File: src/rtl/fir_seq_pkg.sv
// Shared state encoding, strobe bundle and default sizing for the FIR tap sequencer.
package fir_seq_pkg;

    localparam int NTAPS_DEF   = 64;
    localparam int AW_DEF      = 6;
    localparam int MAC_LAT_DEF = 3;

    typedef enum logic [2:0] {
        ST_IDLE  = 3'd0,
        ST_WRITE = 3'd1,
        ST_RUN   = 3'd2,
        ST_DRAIN = 3'd3,
        ST_DONE  = 3'd4
    } seq_state_e;

    typedef struct packed {
        logic dmem_we;
        logic mac_clr;
        logic mac_en;
        logic dout_valid;
        logic busy;
    } seq_strb_t;

    // Strobes are decoded from the state being entered so they leave a flop
    // aligned with that state.
    function automatic seq_strb_t strb_for(seq_state_e nxt, seq_state_e cur);
        seq_strb_t s;
        s            = '0;
        s.dmem_we    = (nxt == ST_WRITE);
        s.mac_en     = (nxt == ST_RUN);
        s.mac_clr    = (nxt == ST_RUN) && (cur == ST_WRITE);
        s.dout_valid = (nxt == ST_DONE);
        s.busy       = (nxt != ST_IDLE);
        return s;
    endfunction

endpackage

File: src/rtl/fir_tap_sequencer_if.sv
// Control/address bundle between the tap sequencer and host/datapath.
// Perf counters exist only when FIR_TAP_SEQ_PERF_EN is defined.
interface fir_tap_sequencer_if #(
    parameter int AW = fir_seq_pkg::AW_DEF
);
    logic          enable;
    logic          sample_tick;
    logic          overrun_clr;
    logic          cw_req;
    logic [AW-1:0] cw_addr;
    logic          cw_ack;
    logic          cmem_we;
    logic [AW-1:0] cmem_addr;
    logic          dmem_we;
    logic [AW-1:0] dmem_waddr;
    logic [AW-1:0] dmem_raddr;
    logic          mac_clr;
    logic          mac_en;
    logic          dout_valid;
    logic          busy;
    logic          overrun;
`ifdef FIR_TAP_SEQ_PERF_EN
    logic [15:0]   sample_cnt;
    logic [15:0]   drop_cnt;
`endif

    modport master (
        output enable, sample_tick, overrun_clr, cw_req, cw_addr,
`ifdef FIR_TAP_SEQ_PERF_EN
        input  sample_cnt, drop_cnt,
`endif
        input  cw_ack, cmem_we, cmem_addr, dmem_we, dmem_waddr, dmem_raddr,
               mac_clr, mac_en, dout_valid, busy, overrun
    );

    modport slave (
        input  enable, sample_tick, overrun_clr, cw_req, cw_addr,
`ifdef FIR_TAP_SEQ_PERF_EN
        output sample_cnt, drop_cnt,
`endif
        output cw_ack, cmem_we, cmem_addr, dmem_we, dmem_waddr, dmem_raddr,
               mac_clr, mac_en, dout_valid, busy, overrun
    );

endinterface

File: src/rtl/fir_tap_addr_gen.sv
// Ring write pointer and tap counter; produces registered CMEM/DMEM tap addresses.
module fir_tap_addr_gen
    import fir_seq_pkg::*;
#(
    parameter int NTAPS = NTAPS_DEF,
    parameter int AW    = AW_DEF
) (
    input  logic          clk,
    input  logic          rst_n,
    input  logic          start_i,
    input  logic          step_i,
    input  logic          advance_i,
    output logic [AW-1:0] wptr_o,
    output logic [AW-1:0] k_o,
    output logic [AW-1:0] raddr_o,
    output logic          last_o
);
    localparam logic [AW-1:0] K_LAST = AW'(NTAPS - 1);

    logic [AW-1:0] wptr_q, wptr_d;
    logic [AW-1:0] k_q, k_d;
    logic [AW-1:0] raddr_q, raddr_d;

    // raddr tracks wptr-k incrementally; AW-bit wrap gives the ring modulo.
    always_comb begin
        wptr_d  = wptr_q;
        k_d     = k_q;
        raddr_d = raddr_q;
        if (start_i) begin
            k_d     = '0;
            raddr_d = wptr_q;
        end else if (step_i) begin
            k_d     = k_q + 1'b1;
            raddr_d = raddr_q - 1'b1;
        end
        if (advance_i) begin
            wptr_d = wptr_q + 1'b1;
            k_d    = '0;
        end
    end

    always_ff @(posedge clk or negedge rst_n) begin
        if (!rst_n) begin
            wptr_q  <= '0;
            k_q     <= '0;
            raddr_q <= '0;
        end else begin
            wptr_q  <= wptr_d;
            k_q     <= k_d;
            raddr_q <= raddr_d;
        end
    end

    assign wptr_o  = wptr_q;
    assign k_o     = k_q;
    assign raddr_o = raddr_q;
    assign last_o  = (k_q == K_LAST);

endmodule

File: src/rtl/fir_tap_sequencer.sv
// Per-sample FIR control: DMEM ring write, tap walk with MAC strobes, drain, dout_valid.
// Define FIR_TAP_SEQ_PERF_EN to add saturating sample_cnt/drop_cnt counters.
module fir_tap_sequencer
    import fir_seq_pkg::*;
#(
    parameter int NTAPS   = NTAPS_DEF,
    parameter int AW      = AW_DEF,
    parameter int MAC_LAT = MAC_LAT_DEF
) (
    input  logic               clk,
    input  logic               rst_n,
    fir_tap_sequencer_if.slave bus
);
    localparam int            DW         = (MAC_LAT > 1) ? $clog2(MAC_LAT) : 1;
    localparam logic [DW-1:0] DRAIN_LAST = DW'(MAC_LAT - 1);

    seq_state_e    state_q, state_d;
    logic [DW-1:0] drain_q, drain_d;
    seq_strb_t     strb_q, strb_d;
    logic          overrun_q, overrun_d;
    logic          start, step, advance, tap_last;
    logic          grant, tick_drop;
    logic [AW-1:0] wptr, tap_k, tap_raddr;

    fir_tap_addr_gen #(
        .NTAPS (NTAPS),
        .AW    (AW)
    ) u_addr (
        .clk       (clk),
        .rst_n     (rst_n),
        .start_i   (start),
        .step_i    (step),
        .advance_i (advance),
        .wptr_o    (wptr),
        .k_o       (tap_k),
        .raddr_o   (tap_raddr),
        .last_o    (tap_last)
    );

    always_comb begin
        state_d = state_q;
        drain_d = drain_q;
        start   = 1'b0;
        step    = 1'b0;
        advance = 1'b0;
        case (state_q)
            ST_IDLE: begin
                if (bus.sample_tick && bus.enable) state_d = ST_WRITE;
            end
            ST_WRITE: begin
                start   = 1'b1;
                state_d = ST_RUN;
            end
            ST_RUN: begin
                if (tap_last) begin
                    state_d = ST_DRAIN;
                    drain_d = '0;
                end else begin
                    step = 1'b1;
                end
            end
            ST_DRAIN: begin
                if (drain_q == DRAIN_LAST) state_d = ST_DONE;
                else                       drain_d = drain_q + 1'b1;
            end
            ST_DONE: begin
                advance = 1'b1;
                state_d = ST_IDLE;
            end
            default: state_d = ST_IDLE;
        endcase
        strb_d = strb_for(state_d, state_q);
    end

    // Host writes only slip in while idle and no sample is arriving; the
    // host keeps cw_req up until it sees cw_ack.
    assign grant     = (state_q == ST_IDLE) && bus.cw_req && !bus.sample_tick;
    assign tick_drop = bus.sample_tick && (state_q != ST_IDLE);

    always_comb begin
        overrun_d = overrun_q;
        if (tick_drop)            overrun_d = 1'b1;
        else if (bus.overrun_clr) overrun_d = 1'b0;
    end

    always_ff @(posedge clk or negedge rst_n) begin
        if (!rst_n) begin
            state_q   <= ST_IDLE;
            drain_q   <= '0;
            strb_q    <= '0;
            overrun_q <= 1'b0;
        end else begin
            state_q   <= state_d;
            drain_q   <= drain_d;
            strb_q    <= strb_d;
            overrun_q <= overrun_d;
        end
    end

    assign bus.cw_ack     = grant;
    assign bus.cmem_we    = grant;
    assign bus.cmem_addr  = grant ? bus.cw_addr : tap_k;
    assign bus.dmem_we    = strb_q.dmem_we;
    assign bus.dmem_waddr = wptr;
    assign bus.dmem_raddr = tap_raddr;
    assign bus.mac_clr    = strb_q.mac_clr;
    assign bus.mac_en     = strb_q.mac_en;
    assign bus.dout_valid = strb_q.dout_valid;
    assign bus.busy       = strb_q.busy;
    assign bus.overrun    = overrun_q;

`ifdef FIR_TAP_SEQ_PERF_EN
    logic [15:0] sample_cnt_q, drop_cnt_q;

    always_ff @(posedge clk or negedge rst_n) begin
        if (!rst_n) begin
            sample_cnt_q <= '0;
            drop_cnt_q   <= '0;
        end else if (bus.overrun_clr) begin
            sample_cnt_q <= '0;
            drop_cnt_q   <= '0;
        end else begin
            if (strb_q.dout_valid && (sample_cnt_q != 16'hFFFF)) sample_cnt_q <= sample_cnt_q + 16'd1;
            if (tick_drop && (drop_cnt_q != 16'hFFFF))           drop_cnt_q   <= drop_cnt_q + 16'd1;
        end
    end

    assign bus.sample_cnt = sample_cnt_q;
    assign bus.drop_cnt   = drop_cnt_q;
`endif

endmodule
File: src/flat_wrapper.sv
// flat-port wrapper written by rule: the top's interface ports become plain ports
module fir_tap_sequencer_flat import fir_seq_pkg::*;
#(
    parameter int NTAPS   = NTAPS_DEF,
    parameter int AW      = AW_DEF,
    parameter int MAC_LAT = MAC_LAT_DEF
)
  (clk, rst_n, bus_enable, bus_sample_tick, bus_overrun_clr, bus_cw_req, bus_cw_addr, bus_cw_ack, bus_cmem_we, bus_cmem_addr, bus_dmem_we, bus_dmem_waddr, bus_dmem_raddr, bus_mac_clr, bus_mac_en, bus_dout_valid, bus_busy, bus_overrun);
  fir_tap_sequencer_if #(.AW(AW)) bus_i ();
  input  logic clk;
  input  logic rst_n;
  input wire logic [$bits(bus_i.enable)-1:0] bus_enable;
  input wire logic [$bits(bus_i.sample_tick)-1:0] bus_sample_tick;
  input wire logic [$bits(bus_i.overrun_clr)-1:0] bus_overrun_clr;
  input wire logic [$bits(bus_i.cw_req)-1:0] bus_cw_req;
  input wire logic [$bits(bus_i.cw_addr)-1:0] bus_cw_addr;
  output wire logic [$bits(bus_i.cw_ack)-1:0] bus_cw_ack;
  output wire logic [$bits(bus_i.cmem_we)-1:0] bus_cmem_we;
  output wire logic [$bits(bus_i.cmem_addr)-1:0] bus_cmem_addr;
  output wire logic [$bits(bus_i.dmem_we)-1:0] bus_dmem_we;
  output wire logic [$bits(bus_i.dmem_waddr)-1:0] bus_dmem_waddr;
  output wire logic [$bits(bus_i.dmem_raddr)-1:0] bus_dmem_raddr;
  output wire logic [$bits(bus_i.mac_clr)-1:0] bus_mac_clr;
  output wire logic [$bits(bus_i.mac_en)-1:0] bus_mac_en;
  output wire logic [$bits(bus_i.dout_valid)-1:0] bus_dout_valid;
  output wire logic [$bits(bus_i.busy)-1:0] bus_busy;
  output wire logic [$bits(bus_i.overrun)-1:0] bus_overrun;
  assign bus_i.enable = bus_enable;
  assign bus_i.sample_tick = bus_sample_tick;
  assign bus_i.overrun_clr = bus_overrun_clr;
  assign bus_i.cw_req = bus_cw_req;
  assign bus_i.cw_addr = bus_cw_addr;
  assign bus_cw_ack = bus_i.cw_ack;
  assign bus_cmem_we = bus_i.cmem_we;
  assign bus_cmem_addr = bus_i.cmem_addr;
  assign bus_dmem_we = bus_i.dmem_we;
  assign bus_dmem_waddr = bus_i.dmem_waddr;
  assign bus_dmem_raddr = bus_i.dmem_raddr;
  assign bus_mac_clr = bus_i.mac_clr;
  assign bus_mac_en = bus_i.mac_en;
  assign bus_dout_valid = bus_i.dout_valid;
  assign bus_busy = bus_i.busy;
  assign bus_overrun = bus_i.overrun;
  fir_tap_sequencer #(.NTAPS(NTAPS), .AW(AW), .MAC_LAT(MAC_LAT)) u_core (.clk(clk), .rst_n(rst_n), .bus(bus_i));
endmodule
File: config.mk
export PLATFORM = sky130hd
export DESIGN_NAME = fir_tap_sequencer_flat
export DESIGN_NICKNAME = d
export VERILOG_FILES = /design/src/rtl/fir_seq_pkg.sv /design/src/rtl/fir_tap_sequencer_if.sv /design/src/rtl/fir_tap_addr_gen.sv /design/src/rtl/fir_tap_sequencer.sv /design/src/flat_wrapper.sv
export SDC_FILE = /design/constraint.sdc
export NUM_CORES = 1
export LEC_CHECK = 0
export ABC_AREA = 1
export BUFFER_PORTS_ARGS = -buffer_cell sky130_fd_sc_hd__buf_2
export CORE_MARGIN = 4
export CORE_UTILIZATION = 59
export CTS_BUF_LIST = sky130_fd_sc_hd__clkbuf_4
export DETAILED_ROUTE_END_ITERATION = 10
export PLACE_DENSITY = 0.85
export SKIP_CTS_REPAIR_TIMING = 1
export SLEW_MARGIN = 20
export SYNTH_ARGS = -nofsm -noshare
export SYNTH_HDL_FRONTEND = slang
export SYNTH_SLANG_ARGS = --single-unit
File: constraint.sdc
create_clock -name clk -period 2.85 [get_ports clk]
set_clock_uncertainty 0.15 [all_clocks]
set_input_delay 0.4275 -clock clk [delete_from_list [all_inputs] [get_ports clk]]
set_output_delay 0.4275 -clock clk [all_outputs]
set_load 0.005 [all_outputs]
==> flow_summary.toml <==
[status]
status = "finished clean"

[final_layout]
final_common_cell = "nand2_1"
drive_above_1_share = 0.2227
area_delta_synth_final_pct = 17.21
postLayoutCoreUtil = 0.7262
multiInputGateArea_um2 = 690.7
seq_area_um2 = 725.7
layout_common_cells = "nand2_1 (63), buf_2 (37), dfrtp_1 (29)"
final.fill_count = 184
antenna_cells = 0
finalNonFillerCells = 268
fin_nets = 254

[critical_path]
end_kind = "primary output"
rr_endpoint = "u_core.u_addr.k_o[3]"
rrSetupSlack_ns = 1.03
path_max_fanout = 11
crit_type = "reg -> out"
r2r_start = "u_core.state_q[0]"
arrival_ns = 1.69
critPathLaunchType = "flop"
r2r_cells = 8
cp.required_ns = 2.27

[power_and_ir_drop]
p_per_area_nw_per_um2 = 410.5
power_leakage_nw = 1.059
ir_worst_vdd_uv = 343.9
p_comb_frac = 0.025
clkPwrFrac = 0.421
p_int_mw = 0.5981
p_switching_mw = 0.1471
switching_share = 0.1974
power_frac_seq = 0.553
total_power_mw = 0.7453

[yosys]
ys_seq_elements = 29
synth_edf_count = 0
syn-instance-count = 198
synthTopCellsByArea = "dfrtp_1 (47%), nand2_1 (15%), nand3_1 (6.8%), inv_1 (5.6%), o21ai_0 (4.2%)"
yosysWarnings = 0
synth_nets = 214
synth_ff_type = "dfrtp_1"
syn_area_um2 = 1549
synth_top_area_share = 0.4685
syn_area_per_cell_um2 = 7.823
synth-async-reset-ratio = 1.000
ys_types = 24
yosysTopAreaCell = "dfrtp_1"
ys_seq_area_frac = 0.4685

[clock_tree]
clock_latency_ns = 0.33
cts_sinks = 29
clk_pin_slew_ns = 0.09
clockBufferDepth = 2
htree_levels = 2
cts-buffers-inserted = 5
cts-root-buf = "clkbuf_4"
cts_tree = "yes"

[routing]
remaining_drc_errors = 0
wirelength_mm = 3.043
vias = 1354
drtPass1Iterations = 4
drt_iter0_markers = 58
viasPerCell = 5.052
antenna_left = 0
avgRoutedWirePerCell_um = 11.35

[worst_hold_path]
min_from = "bus_overrun_clr"
min_to = "u_core.bus.overrun"
hold_class = "in -> reg"
hold_depth = 2

[floorplan]
die_area_um2 = 3509
core_um2 = 2500
die_width_um = 59.24
num_rows = 18
start_util = 0.6196
dieHeight_um = 59.24
io_pins = 38

[global_route]
grtUsageMet1 = 0.2303
grt.overflow.total = 0
grt_pass1_wl_mm = 5.326
first_global_vias = 1306
grt.busiest_layer = "met2"
grt_use_met2 = 0.3573
antenna_found_initial = 0
grt_max_degree = 30
met3_usage = 0.04575
track_usage = 0.2047

[sta]
finalSetupViolCount = 0
worst_slew_pin_slew_ns = 0.6246
fin_crit_sh = 0.7948
fin_crit_ns = 2.265
slew_viol_final = 0
slew_headroom = 0.5836
tns_ns = 0
finalHoldViolations = 0
fmax_mhz = 441.5
rsz0062_at_grt = "false"

[placed_design]
place_inst = 260
io_buffers = 37
place.gp.congestion = 0.8036
dp_hpwl_mm = 2.342

[flow_run]
max_cap_violations = 0
sequential cells by signal (all words and copies together), names as in the netlist, 2 cells and up:
register               count
u_core.state_q             3
u_core.u_addr.raddr_o      6
u_core.drain_q             2
u_core.u_addr.k_o          6
u_core.u_addr.wptr_o       6
worst max-delay path by stage:
stage | from | to | slack [ns] | cells past startpoint
floorplan | u_core.state_q[0] | bus_cmem_addr[3] | 1.17 | 5
global placement | u_core.state_q[0] | bus_cmem_addr[5] | 0.98 | 6
detailed placement | u_core.state_q[0] | bus_cmem_addr[3] | 0.92 | 6
CTS | u_core.state_q[0] | bus_cmem_addr[4] | 0.56 | 6
global route | u_core.state_q[0] | bus_cmem_addr[3] | 0.37 | 6
finish | u_core.state_q[0] | bus_cmem_addr[3] | 0.58 | 6
per-layer routing:
layer,up-vias,routed length [µm],share of wire
li1,715,-,-
met1,602,1340,0.44
met2,32,1488,0.49
met3,5,163,0.054
met4,0,51,0.017
met5,-,0,0
through the flow:
step	setup WS (ns)	hold WS (ns)	instance area, µm²
2_1_floorplan	1.170	-0.01809	1549
3_3_place_gp	0.9795	0.3265	1733
3_5_place_dp	0.9205	0.3322	1733
4_1_cts	0.5562	-0.04680	1805
5_1_grt	0.3657	0.1597	1815
6_report	0.5848	0.1517	1815
area by class of cell:
class | count | share of cell area
Inverter | 25 | 0.05169
Timing Repair Buffer | 38 | 0.1075
Sequential cell | 29 | 0.3997
Tap cell | 30 | 0.02068
Clock inverter | 2 | 0.01930
Clock buffer | 5 | 0.02068
Multi-Input combinational cell | 139 | 0.3804
power groups by stage:
stage / Clock [mW] / Sequential, mW / Combinational, mW
after floorplan: 0 / 0.421 / 0.00172
after global placement: 0 / 0.421 / 0.0183
after detailed placement: 0 / 0.421 / 0.0185
after CTS: 0.326 / 0.413 / 0.0186
after global routing: 0.344 / 0.413 / 0.0222
final: 0.314 / 0.412 / 0.0189
Yosys cell counts (2+ instances only):
library cell / number
buf_4: 3
dfrtp_1: 29
ha_1: 4
inv_1: 23
inv_2: 2
nand2_1: 63
nand3_1: 21
nand4_1: 7
nor2_1: 13
nor2_2: 2
o21ai_0: 13
xnor2_1: 3
xor2_1: 4
cell families after synthesis:
family / count (synthesis) / synth area share
and+or+nand+nor: 111 / 0.3158
xor gates and xnor gates: 7 / 0.03958
DFF: 29 / 0.4685
adders and majority gates: 4 / 0.03231
buffers and inverters: 30 / 0.08562
AOI/OAI and AO/OA: 17 / 0.05815
worst max-delay path, stage by stage, from the launching register on:
cell and delay (ns):
dfrtp_1 0.44, nor3_1 0.30, nand2_1 0.19, inv_2 0.17, nand2_1 0.06, o21ai_0 0.07, buf_2 0.13
Note: power is estimated with default switching activity, not from simulation.
